File: config.mk
export PLATFORM = sky130hd
export DESIGN_NAME = alarm_clock_core
export DESIGN_NICKNAME = d
export VERILOG_FILES = /design/src/rtl/alarm_clock_core.sv
export SDC_FILE = /design/constraint.sdc
export NUM_CORES = 1
export LEC_CHECK = 0
export ABC_AREA = 0
export BUFFER_PORTS_ARGS = -buffer_cell sky130_fd_sc_hd__buf_2
export CAP_MARGIN = 0
export CELL_PAD_IN_SITES_DETAIL_PLACEMENT = 1
export CELL_PAD_IN_SITES_GLOBAL_PLACEMENT = 1
export CORE_AREA = 2 2 126 128
export DETAILED_ROUTE_END_ITERATION = 10
export DIE_AREA = 0 0 128 130
export GPL_ROUTABILITY_DRIVEN = 0
export PLACE_DENSITY = 0.61
export SYNTH_ARGS = -nofsm -noshare
export SYNTH_HDL_FRONTEND = slang
export SYNTH_SLANG_ARGS = --single-unit
File: constraint.sdc
create_clock -name clk -period 3.15 [get_ports clk]
set_input_delay 0.63 -clock clk [delete_from_list [all_inputs] [get_ports clk]]
set_output_delay 0.63 -clock clk [all_outputs]
set_load 0.03 [all_outputs]
File: src/rtl/alarm_clock_core.sv
// alarm_clock_core: BCD 24-hour timekeeping, alarm compare and set-mode FSM.
// Optional snooze is compiled in when ALARM_SNOOZE_EN is defined.
module alarm_clock_core #(
  parameter int unsigned CLK_HZ     = 100_000_000,
  parameter int unsigned SNOOZE_SEC = 300
) (
  input  logic       clk,
  input  logic       reset,
  input  logic       mode_tick,
  input  logic       field_tick,
  input  logic       inc_tick,
  input  logic       alarm_en,
  output logic       settime,
  output logic [1:0] sel_field,
  output logic [3:0] insecMSB,
  output logic [3:0] insecLSB,
  output logic [3:0] inminMSB,
  output logic [3:0] inminLSB,
  output logic [3:0] inhourMSB,
  output logic [3:0] inhourLSB,
  output logic [3:0] alarmsecMSB,
  output logic [3:0] alarmsecLSB,
  output logic [3:0] alarmminMSB,
  output logic [3:0] alarmminLSB,
  output logic [3:0] alarmhourMSB,
  output logic [3:0] alarmhourLSB,
  output logic       alarm_ring,
  output logic       sec_tick
);

  localparam int unsigned PW = (CLK_HZ > 1) ? $clog2(CLK_HZ) : 1;
  localparam logic [PW-1:0] PRE_MAX = PW'(CLK_HZ - 1);

  typedef enum logic [1:0] {NORMAL, SET_TIME, SET_ALARM} state_t;

  state_t        state, state_nx;
  logic [PW-1:0] pre, pre_nx;
  logic          tick_nx;
  logic [1:0]    sel_nx;
  logic [23:0]   tim, tim_nx, alm, alm_nx;
  logic          ring_set, ring_clr, ring_nx;
  logic          mode_go, inc_go, fld_go;

  assign tim = {inhourMSB, inhourLSB, inminMSB, inminLSB, insecMSB, insecLSB};
  assign alm = {alarmhourMSB, alarmhourLSB, alarmminMSB, alarmminLSB, alarmsecMSB, alarmsecLSB};

  // Two-digit 00..59 increment; bit 8 is the carry out of 59 -> 00.
  function automatic logic [8:0] inc60(input logic [7:0] v);
    if (v[3:0] == 4'd9) begin
      if (v[7:4] == 4'd5) return 9'h100;
      return {1'b0, v[7:4] + 4'd1, 4'd0};
    end
    return {1'b0, v[7:4], v[3:0] + 4'd1};
  endfunction

  // Two-digit 00..23 increment with wrap.
  function automatic logic [7:0] inc24(input logic [7:0] v);
    if (v == 8'h23) return 8'h00;
    if (v[3:0] == 4'd9) return {v[7:4] + 4'd1, 4'd0};
    return {v[7:4], v[3:0] + 4'd1};
  endfunction

  // Manual increment of one field, never carrying into its neighbour.
  function automatic logic [23:0] bump(input logic [23:0] v, input logic [1:0] f);
    logic [23:0] r;
    logic [8:0]  t;
    r = v;
    case (f)
      2'd0: begin t = inc60(v[7:0]);  r[7:0]  = t[7:0]; end
      2'd1: begin t = inc60(v[15:8]); r[15:8] = t[7:0]; end
      2'd2: r[23:16] = inc24(v[23:16]);
      default: r = v;
    endcase
    return r;
  endfunction

  // Tick priority: mode beats inc beats field.
  assign mode_go = mode_tick;
  assign inc_go  = inc_tick & ~mode_tick;
  assign fld_go  = field_tick & ~inc_tick & ~mode_tick;

  // Mode FSM state register.
  always_ff @(posedge clk or posedge reset) begin
    if (reset) state <= NORMAL;
    else       state <= state_nx;
  end

  // Mode FSM next state.
  always_comb begin
    state_nx = state;
    if (mode_go) begin
      case (state)
        NORMAL:   state_nx = SET_TIME;
        SET_TIME: state_nx = SET_ALARM;
        default:  state_nx = NORMAL;
      endcase
    end
  end

  // Next-value logic for prescaler, field select, time and alarm.
  always_comb begin
    logic [8:0] s9, m9;
    s9      = 9'd0;
    m9      = 9'd0;
    sel_nx  = sel_field;
    tim_nx  = tim;
    alm_nx  = alm;
    pre_nx  = (pre == PRE_MAX) ? '0 : pre + PW'(1);
    if (state_nx == SET_TIME) pre_nx = '0;
    tick_nx = (state_nx != SET_TIME) && (pre_nx == PRE_MAX);

    if (mode_go)                       sel_nx = 2'd0;
    else if (state != NORMAL && fld_go) sel_nx = (sel_field == 2'd2) ? 2'd0 : sel_field + 2'd1;

    if (state == SET_TIME && inc_go) begin
      tim_nx = bump(tim, sel_field);
    end else if (sec_tick) begin
      s9 = inc60(tim[7:0]);
      tim_nx[7:0] = s9[7:0];
      if (s9[8]) begin
        m9 = inc60(tim[15:8]);
        tim_nx[15:8] = m9[7:0];
        if (m9[8]) tim_nx[23:16] = inc24(tim[23:16]);
      end
    end

    if (state == SET_ALARM && inc_go) alm_nx = bump(alm, sel_field);
  end

`ifdef ALARM_SNOOZE_EN
  localparam int unsigned SW = (SNOOZE_SEC > 0) ? $clog2(SNOOZE_SEC + 1) : 1;

  logic          snz_pend, snz_pend_nx;
  logic [SW-1:0] snz_cnt, snz_cnt_nx;

  // Ring set/clear plus snooze countdown; clear always wins over set.
  always_comb begin
    logic cancel;
    cancel      = (state == NORMAL && inc_go) || !alarm_en || mode_go;
    ring_set    = (state == NORMAL) && alarm_en && sec_tick && (tim_nx == alm);
    ring_clr    = cancel;
    snz_pend_nx = snz_pend;
    snz_cnt_nx  = snz_cnt;
    if (cancel) begin
      snz_pend_nx = 1'b0;
    end else if (state == NORMAL && fld_go && alarm_ring) begin
      snz_pend_nx = 1'b1;
      snz_cnt_nx  = SW'(SNOOZE_SEC);
      ring_clr    = 1'b1;
    end else if (snz_pend && sec_tick && state == NORMAL) begin
      snz_cnt_nx = snz_cnt - SW'(1);
      if (snz_cnt == SW'(1)) begin
        snz_pend_nx = 1'b0;
        ring_set    = 1'b1;
      end
    end
    ring_nx = ring_clr ? 1'b0 : (ring_set ? 1'b1 : alarm_ring);
  end

  // Snooze counter registers.
  always_ff @(posedge clk or posedge reset) begin
    if (reset) begin
      snz_pend <= 1'b0;
      snz_cnt  <= '0;
    end else begin
      snz_pend <= snz_pend_nx;
      snz_cnt  <= snz_cnt_nx;
    end
  end
`else
  // Ring set/clear; clear always wins over set.
  always_comb begin
    ring_set = (state == NORMAL) && alarm_en && sec_tick && (tim_nx == alm);
    ring_clr = (state == NORMAL && inc_go) || !alarm_en || mode_go;
    ring_nx  = ring_clr ? 1'b0 : (ring_set ? 1'b1 : alarm_ring);
  end
`endif

  // Registered datapath and outputs.
  always_ff @(posedge clk or posedge reset) begin
    if (reset) begin
      pre        <= '0;
      sec_tick   <= 1'b0;
      settime    <= 1'b0;
      sel_field  <= 2'd0;
      alarm_ring <= 1'b0;
      {inhourMSB, inhourLSB, inminMSB, inminLSB, insecMSB, insecLSB} <= 24'h000000;
      {alarmhourMSB, alarmhourLSB, alarmminMSB, alarmminLSB, alarmsecMSB, alarmsecLSB} <= 24'h060000;
    end else begin
      pre        <= pre_nx;
      sec_tick   <= tick_nx;
      settime    <= (state_nx != NORMAL);
      sel_field  <= sel_nx;
      alarm_ring <= ring_nx;
      {inhourMSB, inhourLSB, inminMSB, inminLSB, insecMSB, insecLSB} <= tim_nx;
      {alarmhourMSB, alarmhourLSB, alarmminMSB, alarmminLSB, alarmsecMSB, alarmsecLSB} <= alm_nx;
    end
  end

endmodule

After elaboration in Yosys (flattened, before gate mapping)
Cells that the tools add are included.
{ "word_totals": {"register_bits": 82, "output_inout_bits": 53, "wordCells": 196} }
{ "op_classes": {"addsub": 14, "eq_ne": 21, "muxes": 114, "bitwise": 5, "reduce_logical": 24} }
{ "op_table": {"columns": ["operator", "n"], "rows": [
  ["8-bit two-way mux", 26],
  ["9-bit two-way mux", 13],
  ["1-bit two-way mux", 63],
  ["27-bit == test, second input constant", 2],
  ["27-bit two-way mux", 2],
  ["4-bit by 1-bit adder with 4-bit output, second input constant", 12],
  ["24-bit two-way mux", 2],
  ["27-bit by 1-bit adder with 27-bit output, second input constant", 1],
  ["24-bit == test", 1],
  ["4-bit == test, second input constant", 6],
  ["4-bit by 3-bit == test with 1-bit output, second input constant", 4],
  ["8-bit by 6-bit == test with 1-bit output, second input constant", 2],
  ["16-bit two-way mux", 1],
  ["2-bit nonzero test", 5],
  ["3-bit AND reduction", 3],
  ["1-bit logical AND", 8],
  ["2-bit two-way mux", 4],
  ["4-bit two-way mux", 2],
  ["2-bit by 1-bit == test with 1-bit output, second input constant", 3],
  ["2-bit AND reduction", 3],
  ["2-bit == test, second input constant", 2],
  ["2-bit logical NOT", 2],
  ["2-bit case mux with 2 select lines", 1],
  ["1-bit AND", 3],
  ["5 further kinds", 7]
]} }

Longest topological paths before layout
Gate-level depths: netlist of the first run.
{ "logic_depth": {"depth_word": 38, "ltp_mapped": 11, "ltp_nobuf": 10} }

Least setup slack after synthesis of the first run
Ideal clock, no wire load.
{ "synth_timing": {"kind": "input port to flip-flop", "startpoint": "in mode_tick", "endpoint": "reg alarm_ring", "setup_ns": 0.066, "t_arrival_ns": 3.016, "t_required_ns": 3.084, "setup_slack_ns": 0.068, "stages": 8, "n_path_buf": 0, "cell_sequence": "and4bb_2 -> mux2i_1 -> mux2_2 -> xor2_1 -> a2111oi_0 -> nand4_1 -> or4_1 -> nand2_1"} }
{ "synth_between": {"elab_chain_len": 7, "elab_cells_between_ends": 11, "cone_classes": "eq/ne (1); mux (2); bitwise (2); reduce/logical (6)"} }
{ "synth_lines": {"columns": ["item", "line_no", "rtl"], "rows": [
  ["from (decl)", "9", "input logic mode_tick,"],
  ["1-bit inverter", "79", "assign inc_go = inc_tick & ~mode_tick;"],
  ["1-bit AND", "79", null],
  ["1-bit logical AND", "115", "if (state == SET_TIME && inc_go) begin"],
  ["24-bit two-way mux", "115", null],
  ["via tim_nx[0]", "40", "logic [23:0] tim, tim_nx, alm, alm_nx;"],
  ["24-bit == test", "173", "ring_set = (state == NORMAL) && alarm_en && sec_tick && (tim_nx == alm);"],
  ["1-bit logical AND", "173", null],
  ["2-bit nonzero test (no source line)", null, null],
  ["to (signal assigned)", "194", "alarm_ring <= ring_nx;"],
  ["to (decl)", "27", "output logic alarm_ring,"]
]} }
The timed path passes the listed nets, and every way through them passes these cells.
A chain may end at the register's enable or synchronous reset.

Worst setup path after layout of the first run
{ "layout_timing": {"startpoint": "reg inhourMSB[0]", "endpoint": "reg alarm_ring"} }
{ "layout_between": {"elab_chain_len": 14, "elab_cells_between_ends": 22, "cone_classes": "add/sub (1); eq/ne (2); mux (17); reduce/logical (2)"} }
{ "layout_lines": {"columns": ["item", "line_no", "rtl"], "rows": [
  ["from (decl)", "19", "output logic [3:0] inhourMSB,"],
  ["from (signal assigned)", "195", "{inhourMSB, inhourLSB, inminMSB, inminLSB, insecMSB, insecLSB} <= tim_nx;"],
  ["8-bit by 6-bit == test with 1-bit output", "58", "if (v == 8'h23) return 8'h00;"],
  ["1-bit two-way mux", "58", null],
  ["1-bit two-way mux", "123", "if (m9[8]) tim_nx[23:16] = inc24(tim[23:16]);"],
  ["1-bit two-way mux", "120", "if (s9[8]) begin"],
  ["1-bit two-way mux", "117", "end else if (sec_tick) begin"],
  ["1-bit two-way mux", "115", null],
  ["8-bit two-way mux", "59", "if (v[3:0] == 4'd9) return {v[7:4] + 4'd1, 4'd0};"],
  ["8-bit two-way mux", "123", null],
  ["16-bit two-way mux", "120", null],
  ["24-bit two-way mux", "117", null],
  ["24-bit two-way mux (*)", "115", null],
  ["via tim_nx[21]", "40", null],
  ["24-bit == test (*)", "173", null],
  ["1-bit logical AND (*)", "173", null],
  ["2-bit nonzero test (no source line) (*)", null, null]
]} }
Mark *: on every way through the listed nets, which the timed path passes. The rest lies on a longest branch. The select of a mux whose other input is x is not followed.

==> results.cfg, run 1 <==
[run_status]
outcome = finished clean

[critical_path]
reg2regPathDepth = 10
cp-endpoint = alarm_ring$_DFFE_PP0P_
r2r_slack_ns = 0.16
start_kind = register
r2r-end = alarm_ring$_DFFE_PP0P_
cp-end-kind = register
worstPathArrival_ns = 3.28
worst_r2r_startpoint = inhourMSB[0]$_DFF_PP0_
cp_max_fo = 4
required_ns = 3.44
worst-setup-path-type = reg2reg
cp-startpoint = inhourMSB[0]$_DFF_PP0_

[timing]
hold_viol = 0
finalMaxSlewViolations = 0
fin_worst_skew_ns = 0.00932
tns_ns = 0
fmax_mhz = 335
fin_crit_sh = 0.949
max_slew.worst_pin.slew_ns = 0.641
setup_violations = 0
relSlewSlack = 0.573
layout_min_cycle_time_ns = 2.99

[global_routing]
grt_antenna_before_repair = 0
gr-usage-all-layers = 0.199
grt_max_degree = 53
globalRouteOverflowTotal = 0
grt_pass1_vias = 4859
grt_pass1_wl_um = 25700

[synth]
synth_xor_area_frac = 0.0830
syn_nets = 602
synth_compound_area_frac = 0.138
synthSimpleGateAreaFrac = 0.279
syn_area_per_cell_um2 = 9.04
yosys.area.top_type = dfrtp_1
synthAdderAreaFrac = 0.0406
synth.area.top_cells = dfrtp_1, xor2_1, ha_1, nor2_1, xnor2_1
synth_top_family_by_area = simple AND/OR/NAND/NOR gates
synth_edf_count = 0
synth-seq-cells = 82
yosys_most_used_dff = dfrtp_1
ys_types = 69
async_flop_share = 1.00
yosysSeqAreaShare = 0.393
synth.area.mux_share = 0.0304
ys_warn_count = 0
syn_area_mm2 = 0.00523
syn_inst = 579
synth_top_area_share = 0.383

[floorplan]
die_w_um = 128
std_cell_rows = 46
die-area_mm2 = 0.0166
die-height_um = 130
start_util = 0.339
io_pins = 59
coreArea_mm2 = 0.0154

[power_and_ir_drop]
leakagePower_nw = 2.90
power_mw = 3.78
p_per_area_mw_per_mm2 = 592
vdd_ir_drop_max_mv = 0.314

[layout]
drive_above_1_share = 0.237
layout.cells.non_filler = 864
multiInputGateArea_mm2 = 0.00304
n_antenna_cell = 0
final_nets = 690
regArea_mm2 = 0.00206
post-route-util = 0.414
area_delta_synth_final_pct = 22.0
fill_cells = 1842

[routing]
avgRoutedWirePerCell_um = 18.5
ant_nets = 0
drt_iter0_drc = 182
drc_errors = 0
vias = 4741
avgViaCountPerCell = 5.49
wl_um = 16000
drtPass1Iterations = 4

[clock_tree]
cts_root_buf = clkbuf_16
htreeDepth = 3
cts_buffers = 9
cts.sinks = 82
insertion_delay_ns = 0.36
clk_pin_slew_ns = 0.06
tritoncts = yes
clk_path_buf_depth = 2

[placed_design]
dp.cells = 846
port_buffers = 58
hpwl_um = 12000

[run]
maxCapViolations = 0

[min_path]
hold_class = in2async
[kinds of logic (layout without fill, tap and decap cells)]
logic type / after synthesis / in the layout
buffers and inverters: 49 / 142
muxes: 15 / 15
xor gates and xnor gates: 48 / 48
adders and majority gates: 17 / 17
DFF: 82 / 82
AOI/OAI and AO/OA: 103 / 103
and+or+nand+nor: 265 / 265
[area by class of cell]
type | instances | area share
Timing Repair Buffer | 104 | 0.103
Inverter | 22 | 0.0131
Sequential cell | 82 | 0.322
Tap cell | 192 | 0.0376
Clock buffer | 12 | 0.0402
Clock inverter | 4 | 0.00784
Multi-Input combinational cell | 448 | 0.476
[report_power, final]
part / internal (mW) / total, mW / switching (mW)
Combinational: 0.511 / 1.31 / 0.802
Sequential: 1.18 / 1.36 / 0.177
Clock: 0.657 / 1.11 / 0.455
Total: 2.35 / 3.78 / 1.43
[worst max-delay path, stage by stage (launching register included)]
cell	delay, ns
dfrtp_1	0.37
inv_1	0.09
ha_1	0.15
or4b_4	0.50
o21a_4	0.23
a2111oi_4	0.32
o32ai_2	0.17
a222oi_1	0.34
nand4_1	0.17
or4_1	0.50
nand2_1	0.08
[layout by cell type (no fill, tap or decap), types with 19 or more instances in the layout]
cell / netlist / routed
nand2_1: 45 / 45
xor2_1: 27 / 27
inv_1: 22 / 21
o21ai_0: 28 / 28
nand3_1: 31 / 31
nor2_1: 50 / 50
xnor2_1: 20 / 20
dfrtp_1: 80 / 79
nor3_1: 19 / 19
buf_4: 0 / 44
buf_2: 7 / 58
[worst min path at each step]
stage	to	slack (ns)	depth (start not counted)
floorplan	pre[0]$_DFF_PP0_	0.49	1
global placement	alarmhourLSB[1]$_DFFE_PP1P_	0.50	2
detailed placement	alarmhourLSB[1]$_DFFE_PP1P_	0.51	2
CTS	alarmminMSB[2]$_DFFE_PP0P_	0.36	2
global route	alarmminMSB[1]$_DFFE_PP0P_	0.38	2
finish	alarmminMSB[2]$_DFFE_PP0P_	0.33	2
[per-layer routing]
layer,vias to the layer above,global-route usage,part of all wire
li1,2263,-,-
met1,2367,0.265,0.47
met2,90,0.330,0.48
met3,21,0.0287,0.034
met4,0,0.0750,0.016
met5,-,0,0
[Yosys cell counts (all sizes together) (11+ instances only)]
cell and instances:
clkbuf 19, xnor2 20, nor3 19, nand4 15
inv 22, or3 11, nand2 45, xor2 27
dfrtp 80, nand3 31, a21o 11, ha 17
o21ai 29, nor2b 16, a21oi 15, nor2 50
[flip-flops by register name, summed over array words and instances, names as in the netlist, 4 cells and up]
signal,count
insecLSB,4
inminMSB,4
alarmsecMSB,4
alarmhourLSB,4
inhourMSB,4
inminLSB,4
alarmsecLSB,4
pre,27
inhourLSB,4
insecMSB,4
alarmminLSB,4
alarmhourMSB,4
alarmminMSB,4
[metrics by stage]
step / setup WS (ns) / hold WS, ns / area, um^2
6_report: 0.161 / 0.326 / 6390
5_1_grt: -0.0316 / 0.384 / 6390
4_1_cts: 0.0362 / 0.361 / 6320
3_5_place_dp: -0.165 / 0.507 / 6020
3_3_place_gp: -0.140 / 0.498 / 6020
2_1_floorplan: 0.0681 / 0.488 / 5230
[repair_timing]
action,4_1_cts,5_1_grt
buffers inserted,0,2
hold buffers,0,0
resized for setup,0,14
setup endpoints to repair,0,1
No activity file was read; power rests on OpenSTA's default activity.
==> run 2: changes to the inputs <==
CORE_AREA = 2 2 111 113   (was 2 2 126 128)
DIE_AREA = 0 0 113 115   (was 0 0 128 130)
PLACE_DENSITY = 0.76   (was 0.61)
==> run 2 against run 1 <==
  * The flow now finishes with violations (design-rule violations)
  * Count of clock-buffer cells in the layout fell by 1
  * Critical path depth stayed put
  * Sequential power hardly changed
  * Non-clock buffer count is 9 lower
  * Final cell count fell by 6.5%
  * Total power fell by 1.1%
  * Clock skew shrank 0.0022 ns
  * Maximum frequency is 1.9% lower
  * Sequential share of layout area grew 0.68 points
  * Worst hold slack better by 0.063 ns
  * Register-to-register slack worse by 0.06 ns
  * Flip-flop and latch count is the same
  * Critical path type unchanged
==> results.cfg, run 2 (synthesis results as in run 1) <==
[clock_tree]
clk_path_buf_depth = 2
cts_root_buf = clkbuf_16
tritoncts = yes
clk_pin_slew_ns = 0.06
cts.sinks = 82
cts_buffers = 9
cts.hold.buffers_added = 0
insertion_delay_ns = 0.35
htreeDepth = 3

[placed_design]
dpl-instance-area_mm2 = 0.00588
hpwl_um = 11300
port_buffers = 58
dpl_worst_slack_ns = -0.0955

[floorplan]
start_util = 0.443
coreArea_mm2 = 0.0118
die-height_um = 115
die_w_um = 113
std_cell_rows = 40
io_pins = 59
die-area_mm2 = 0.0130

[critical_path]
worst-setup-path-type = reg2reg
worst_r2r_startpoint = inhourMSB[0]$_DFF_PP0_
worstPathArrival_ns = 3.33
required_ns = 3.43
cp_max_fo = 4
cp-startpoint = inhourMSB[0]$_DFF_PP0_
start_kind = register
cp-end-kind = register

[layout]
layout_common_cells = dfrtp_1, buf_2, nor2_1
drive_above_1_share = 0.222
n_antenna_cell = 0
final_nets = 681
largest_register_ffs = 27
area_delta_synth_final_pct = 19.5
largest_register = pre
post-route-cell-area_mm2 = 0.00625
final_common_cell = dfrtp_1

[global_routing]
globalRouteOverflowTotal = 0
grt_pass1_vias = 5046
grt_pass1_wl_um = 25800
grt_antenna_before_repair = 0
gr-usage-all-layers = 0.252
grt_max_degree = 44

[power_and_ir_drop]
cell_internal_pwr_mw = 2.33
vdd_ir_drop_max_mv = 0.407
swShare = 0.377
combPwrFrac = 0.346
power_frac_seq = 0.367
p_per_area_mw_per_mm2 = 598
power.switching_mw = 1.41
leakagePower_nw = 2.85
pwr-share-clk = 0.287
power_mw = 3.74

[timing]
setup_violations = 0
fin_crit_sh = 0.968
hold_viol = 0
fin_worst_skew_ns = 0.00708
layout_min_cycle_time_ns = 3.05
fmax_mhz = 328
finalMaxSlewViolations = 0
worst_slack_ns = 0.102
relSlewSlack = 0.502
max_slew.worst_pin.slew_ns = 0.746

[routing]
ant_nets = 0
drt_iter0_drc = 198
avgRoutedWirePerCell_um = 19.3
drc_errors = 5
avgViaCountPerCell = 5.88
wl_um = 15600
vias = 4753
drtPass1Iterations = 7

[min_path]
hold_class = in2async

[run_status]
violations = design-rule violations
outcome = finished with violations

[run]
maxCapViolations = 0
==> run 2: cell types whose count changed in the layout (fill, tap and decap cells not counted), sizes merged <==
cell,before,now
buf,104,95
clkbuf,12,11
clkinv,2,3
clkinvlp,2,0
==> run 2: layer usage <==
| layer | wire length [um] | global-route usage |
|---|---|---|
| met5 | 0 | 0 |
| met4 | 317 | 0.0959 |
| met3 | 510 | 0.0380 |
| met2 | 7560 | 0.426 |
| met1 | 7170 | 0.328 |
==> run 2: final cells by class <==
type | instances | area, um^2
fillers | 1400 | 5560
clock inverters | 3 | 40.0
clock buffers | 11 | 253
flip-flops and latches | 82 | 2060
well taps | 147 | 184
multi-input cells | 448 | 3050
inverters | 22 | 83.8
repair buffers | 95 | 593
==> run 2: power by group through the flow <==
stage	combinational (mW)	clock [mW]	sequential [mW]
final	1.29	1.07	1.37
after detailed placement	1.22	0	1.38
after global routing	1.42	1.13	1.40
after CTS	1.24	1.10	1.37
after floorplan	0.632	0	1.53
after global placement	1.18	0	1.37
==> run 2: path summary, 6_finish.rpt <==
path	to	cells after the start	slack [ns]
worst max-delay path	alarm_ring$_DFFE_PP0P_	10	0.10
worst min-delay path	alarmminMSB[2]$_DFFE_PP0P_	2	0.39
worst max register to register	alarm_ring$_DFFE_PP0P_	10	0.10
worst min register to register	alarmhourLSB[1]$_DFFE_PP1P_	2	0.50
max in group asynchronous	sel_field[0]$_DFFE_PP0P_	3	2.07
min in group clk	alarmhourLSB[1]$_DFFE_PP1P_	2	0.50
==> run 2: critical path, cell delays in order (launching register included) <==
cell       delay (ns)
dfrtp_1          0.38
inv_1            0.10
ha_1             0.16
or4b_4           0.50
o21a_4           0.23
a2111oi_4        0.32
o32ai_2          0.17
a222oi_1         0.36
nand4_1          0.19
or4_1            0.50
nand2_1          0.09
==> run 2: through the flow <==
step,utilization,hold slack (ns),instances,TNS (ns)
finish,0.530,0.389,808,0
detailed placement,0.498,0.495,791,-0.0955
CTS,0.524,0.419,805,0
global placement,0.498,0.489,791,0
global route,0.530,0.463,808,-0.00129
floorplan,-,0.488,579,0
==> run 2: repair_timing <==
action,CTS,global route
gates resized for setup,1,12
setup buffers,0,3
pin swaps,0,6
endpoints found under the setup margin,1,1
cloned,0,0
